[src/rtl/mem_access_unit_pkg.sv]
// Shared pipeline definitions for the data-memory access stage: FSM states, func3
// size/sign encodings and the access legality rule.
package mem_access_unit_pkg;

  typedef logic [1:0] mau_state_t;

  localparam mau_state_t StIdle = 2'd0;
  localparam mau_state_t StReq  = 2'd1;
  localparam mau_state_t StDone = 2'd2;

  localparam logic [2:0] F3Byte  = 3'b000;
  localparam logic [2:0] F3Half  = 3'b001;
  localparam logic [2:0] F3Word  = 3'b010;
  localparam logic [2:0] F3ByteU = 3'b100;
  localparam logic [2:0] F3HalfU = 3'b101;

  // Legal func3 for the direction, and address naturally aligned to the access size.
  function automatic logic access_legal(input logic is_load, input logic [2:0] f3,
                                        input logic [1:0] addr_lo);
    logic f3_ok;
    logic aligned;
    if (is_load) begin
      f3_ok = f3 inside {F3Byte, F3Half, F3Word, F3ByteU, F3HalfU};
    end else begin
      f3_ok = f3 inside {F3Byte, F3Half, F3Word};
    end
    case (f3[1:0])
      2'b00:   aligned = 1'b1;
      2'b01:   aligned = ~addr_lo[0];
      2'b10:   aligned = (addr_lo == 2'b00);
      default: aligned = 1'b0;
    endcase
    return f3_ok & aligned;
  endfunction

endpackage

[src/rtl/mem_lane_align.sv]
// Byte-lane steering between the pipeline and a word-wide data memory: store lane
// replication and byte enables, load lane extraction with sign/zero extension.
module mem_lane_align
  import mem_access_unit_pkg::*;
#(
  parameter int unsigned DATA_W = 32
) (
  input  logic [2:0]        func3,
  input  logic [1:0]        addr_lo,
  input  logic              is_store,
  input  logic [DATA_W-1:0] wr_data,
  input  logic [DATA_W-1:0] rdata,
  output logic [3:0]        be,
  output logic [DATA_W-1:0] wdata,
  output logic [DATA_W-1:0] load_data
);

  logic [7:0]  byte_sel;
  logic [15:0] half_sel;

  assign byte_sel = rdata[{addr_lo, 3'b000} +: 8];
  assign half_sel = rdata[{addr_lo[1], 4'b0000} +: 16];

  always_comb begin
    be    = 4'b1111;
    wdata = wr_data;
    if (is_store) begin
      case (func3[1:0])
        2'b00: begin
          be    = 4'b0001 << addr_lo;
          wdata = {(DATA_W / 8){wr_data[7:0]}};
        end
        2'b01: begin
          be    = addr_lo[1] ? 4'b1100 : 4'b0011;
          wdata = {(DATA_W / 16){wr_data[15:0]}};
        end
        default: begin
          be    = 4'b1111;
          wdata = wr_data;
        end
      endcase
    end
  end

  always_comb begin
    load_data = rdata;
    case (func3)
      F3Byte:  load_data = {{(DATA_W - 8){byte_sel[7]}}, byte_sel};
      F3ByteU: load_data = {{(DATA_W - 8){1'b0}}, byte_sel};
      F3Half:  load_data = {{(DATA_W - 16){half_sel[15]}}, half_sel};
      F3HalfU: load_data = {{(DATA_W - 16){1'b0}}, half_sel};
      default: load_data = rdata;
    endcase
  end

endmodule

[src/rtl/mem_access_unit.sv]
// Memory-stage load/store unit: stalls the pipeline while a single request is
// outstanding to data memory, with a bounded wait and an error pulse on bad access.
module mem_access_unit
  import mem_access_unit_pkg::*;
#(
  parameter int unsigned DATA_W     = 32,
  parameter int unsigned DM_ADDRESS = 9,
  parameter int unsigned TIMEOUT    = 16
) (
  input  logic                  clk,
  input  logic                  reset,
  input  logic                  MemRead,
  input  logic                  MemWrite,
  input  logic [DM_ADDRESS-1:0] addr,
  input  logic [DATA_W-1:0]     wr_data,
  input  logic [2:0]            func3,
  output logic                  mem_req,
  output logic                  mem_we,
  output logic [DM_ADDRESS-1:0] mem_addr,
  output logic [DATA_W-1:0]     mem_wdata,
  output logic [3:0]            mem_be,
  input  logic                  mem_ready,
  input  logic [DATA_W-1:0]     mem_rdata,
  output logic [DATA_W-1:0]     rd_data,
  output logic                  mem_stall,
  output logic                  access_err
);

  localparam int unsigned CntW = $clog2(TIMEOUT + 1);

  mau_state_t        state_q, state_d;
  logic [CntW-1:0]   cnt_q, cnt_d;
  logic [DATA_W-1:0] rd_data_q, rd_data_d;

  logic              req_any;
  logic              legal;
  logic              start;
  logic              in_req;
  logic              timed_out;
  logic [3:0]        lane_be;
  logic [DATA_W-1:0] load_data;

  assign req_any = MemRead | MemWrite;
  assign legal   = ~(MemRead & MemWrite) & access_legal(MemRead, func3, addr[1:0]);
  assign start   = (state_q == StIdle) & req_any & legal;
  assign in_req  = (state_q == StReq);
  // Counter stops at TIMEOUT, so reaching it in DONE identifies a timed-out access.
  assign timed_out = (state_q == StDone) & (cnt_q == CntW'(TIMEOUT));

  mem_lane_align #(
    .DATA_W(DATA_W)
  ) u_lane_align (
    .func3    (func3),
    .addr_lo  (addr[1:0]),
    .is_store (MemWrite),
    .wr_data  (wr_data),
    .rdata    (mem_rdata),
    .be       (lane_be),
    .wdata    (mem_wdata),
    .load_data(load_data)
  );

  always_comb begin
    state_d   = state_q;
    cnt_d     = cnt_q;
    rd_data_d = rd_data_q;
    case (state_q)
      StIdle: begin
        if (start) begin
          state_d = StReq;
          cnt_d   = '0;
        end
      end
      StReq: begin
        if (mem_ready) begin
          state_d = StDone;
          if (MemRead) rd_data_d = load_data;
        end else begin
          if (cnt_q != CntW'(TIMEOUT)) cnt_d = cnt_q + 1'b1;
          if (cnt_q >= CntW'(TIMEOUT - 1)) begin
            state_d = StDone;
            if (MemRead) rd_data_d = '0;
          end
        end
      end
      StDone:  state_d = StIdle;
      default: state_d = StIdle;
    endcase
  end

  always_ff @(posedge clk) begin
    if (reset) begin
      state_q   <= StIdle;
      cnt_q     <= '0;
      rd_data_q <= '0;
    end else begin
      state_q   <= state_d;
      cnt_q     <= cnt_d;
      rd_data_q <= rd_data_d;
    end
  end

  assign mem_req    = in_req;
  assign mem_we     = in_req & MemWrite;
  assign mem_be     = in_req ? lane_be : 4'b0000;
  assign mem_addr   = {addr[DM_ADDRESS-1:2], 2'b00};
  assign rd_data    = rd_data_q;
  assign mem_stall  = ~reset & (start | in_req);
  assign access_err = ~reset & (((state_q == StIdle) & req_any & ~legal) | timed_out);

endmodule

[config.mk]
export PLATFORM = sky130hd
export DESIGN_NAME = mem_access_unit
export DESIGN_NICKNAME = d
export VERILOG_FILES = /design/src/rtl/mem_access_unit_pkg.sv /design/src/rtl/mem_lane_align.sv /design/src/rtl/mem_access_unit.sv
export SDC_FILE = /design/constraint.sdc
export NUM_CORES = 1
export LEC_CHECK = 0
export ABC_AREA = 0
export CORE_ASPECT_RATIO = 0.7
export CORE_MARGIN = 8
export CORE_UTILIZATION = 33
export DETAILED_ROUTE_END_ITERATION = 12
export GPL_TIMING_DRIVEN = 0
export PLACE_DENSITY = 0.77
export SETUP_SLACK_MARGIN = 0.2
export SYNTH_ARGS = -nofsm -noshare
export SYNTH_HDL_FRONTEND = slang
export SYNTH_SLANG_ARGS = --single-unit
[constraint.sdc]
create_clock -name clk -period 1.87 [get_ports clk]
set_input_delay 0.4675 -clock clk [delete_from_list [all_inputs] [get_ports clk]]
set_output_delay 0.4675 -clock clk [all_outputs]
set_load 0.03 [all_outputs]
==> results.tsv <==
stage	metric	value	unit
logic_synthesis	synth_most_common_cell	dfxtp_1	
drt	wl_per_cell	21.3	um
clocking	h-tree-depth	2	
timing	final_min_period_over_clock_period	108	%
logic_synthesis	syn_area_per_cell	8.82	um2
critical_path	worstReg2RegEnd	rd_data[16]	
drt	drt-total-wl	12800	um
clocking	cts_buffers	5	
timing	finalHoldViolations	0	
timing	relSlewSlack	52.3	%
logic_synthesis	ys_types	49	
timing	finalSetupTns	-5830	ps
min_path	min_from	rd_data[13]	
global_routing	grt_pass1_wl	18800	um
critical_path	critPathRequiredTime	1400	ps
critical_path	cp-start-kind	input pin	
placement	routabilityCongestion	0.875	
floorplan	row_count	26	
timing	rsz0062_at_grt	yes	
layout	antenna_cells	0	
logic_synthesis	ys_ff_latch	39	
timing	fin_ws	-153	ps
global_routing	grt_remaining_overflow	0	
timing	skew	8.98	ps
status	violations	setup timing	
drt	avgViaCountPerCell	5.49	
clocking	clk_pin_slew	80	ps
floorplan	io_pins	162	
logic_synthesis	synth.area.top_cells	dfxtp_1, mux2_2, o21ai_0	
placement	placed_area	4350	um2
logic_synthesis	synthArstFlopShare	0	%
placement	portBuffers	150	
drt	drc_errors	0	
clocking	cts_root_buf	clkbuf_8	
timing	max_freq	494	MHz
floorplan	start_util	34.1	%
critical_path	path_class	in -> out	
drt	ant_nets	0	
timing	worstMarginPinSlew	715	ps
clocking	hold_buffers	0	
power	p_leak	0.00243	uW
min_path	min_to	rd_data[13]	
clocking	cts_tree	yes	
critical_path	cp_max_fo	6	
critical_path	arrival	1560	ps
logic_synthesis	yosysWarnings	0	
layout	syn_to_final_growth	119	%
power	pwr_density_cell	494	nW/um2
logic_synthesis	synth_edf_count	0	
logic_synthesis	netlist_area	2490	um2
power	vdd_ir_drop_max	321	uV
clocking	clk_latency	310	ps
logic_synthesis	synth_cells	282	
logic_synthesis	synth_ff_type	dfxtp_1	
drt	drt_iter0_markers	261	
timing	fin_crit	2020	ps
placement	hpwlAfterDp	8440	um
floorplan	die_area	10600	um2
layout	fin_area	5450	um2
logic_synthesis	synth_top_area_cell	dfxtp_1	
floorplan	die_w	120	um
critical_path	r2r-start	cnt_q[0]	
critical_path	worstRegToRegCells	9	
placement	dp_slack	-1500	ps
critical_path	r2r_slack	-150	ps
critical_path	crit_path_end_kind	output port	
global_routing	grt_pass1_vias	3357	
clocking	clockBufferDepth	2	
layout	drive_gt1_share	48.1	%
global_routing	antenna_found_initial	1	
min_path	hold_class	reg -> reg	
logic_synthesis	synth_common_cells	dfxtp_1, o21ai_0, nand2_1	
clocking	cts_sinks	39	
min_path	hold_depth	2	
timing	setup_violations	59	
timing	slew_viol_final	0	
job	drv_cap	0	
drt	vias	3290	
global_routing	grt_max_degree	14	
logic_synthesis	yosysTopAreaCellShare	31.4	%
timing	timing.hold.ws	449	ps
layout	fin_nets	584	
floorplan	die_h	88.6	um
global_routing	track_usage	22.3	%
floorplan	core	7290	um2
drt	firstDrtPassIters	5	
logic_synthesis	yosysSeqAreaShare	31.4	%
status	status	finished with violations	
[metal layers]
layer  global-route usage, %  wire length [um]
met2                    37.0              6180
met5                       0                13
met3                    6.82              1090
met4                    6.77               336
met1                    27.3              5130
[worst max path at each step]
| stage | start | depth (start not counted) | end |
|---|---|---|---|
| finish | func3[1] | 7 | mem_wdata[12] |
| global placement | func3[1] | 6 | mem_wdata[23] |
| floorplan | func3[1] | 4 | mem_wdata[10] |
| detailed placement | func3[1] | 6 | mem_wdata[23] |
| CTS | cnt_q[0] | 6 | access_err |
| global route | cnt_q[0] | 9 | rd_data[16] |
[cells by family after synthesis]
| group | share of synthesized area, % |
|---|---|
| compound gates | 23.5 |
| simple gates | 17.2 |
| buf+inv | 9.56 |
| flops | 31.4 |
| mux | 16.7 |
| fa+ha+maj | 1.51 |
| other cells | 0.151 |
[cell type report]
type	instances	area, um2
timing repair buffer	209	2130
multi-input combinational	204	1910
fill	493	1840
sequential	39	793
buffer	33	339
tap	98	123
clock buffer	5	68.8
clock inverter	3	43.8
inverter	8	37.5
[timing repair]
item	in CTS	in global routing
pin swaps	21	38
cloned	5	0
resized for setup	402	53
setup endpoints to repair	115	74
buffers inserted	40	15
[cells in the final DEF (no fill, tap or decap), drive strengths merged, types with 2 or more instances in the layout]
cell type / netlist / routed
inv: 8 / 6
nand3b: 2 / 2
clkinvlp: 0 / 2
mux2: 25 / 25
clkdlybuf4s50: 0 / 51
nand2: 28 / 29
mux2i: 11 / 11
clkbuf: 5 / 9
ha: 3 / 3
nor3: 5 / 5
o21ai: 36 / 36
o221ai: 7 / 7
clkdlybuf4s15: 0 / 8
buf: 28 / 127
nand3: 3 / 3
a21oi: 8 / 8
dfxtp: 39 / 39
clkinv: 0 / 2
nand2b: 3 / 3
a221o: 16 / 16
nor4: 4 / 4
a22o: 2 / 2
o41ai: 2 / 2
a21boi: 7 / 7
conb: 1 / 2
o32ai: 2 / 2
nor2: 20 / 20
dlygate4sd2: 0 / 51
and3: 2 / 2
[flip-flops by register name, indices dropped and copies added, names as in the netlist]
signal   count
rd_data     32
cnt_q        5
state_q      2
[worst max-delay path, cell delays in order]
cell        delay [ps]
buf_12             110
clkinvlp_4         130
nand2_8             90
nor2_4             160
buf_12             150
mux2_4             300
buf_6              140
[metrics by stage]
stage,std cells,utilization [%],power [uW]
5_1_grt,599,74.8,2790
3_5_place_dp,531,59.7,1720
2_1_floorplan,283,-,1320
6_report,599,74.8,2690
3_3_place_gp,531,59.7,1720
4_1_cts,584,70.4,2600
[report_power, final]
group          internal (uW)  switching, uW  leakage (uW)
combinational            557            540       0.00205
sequential               840           10.2      0.000317
clock                    398            345     0.0000581
total                   1790            895       0.00243
No activity file was read; power rests on OpenSTA's default activity.
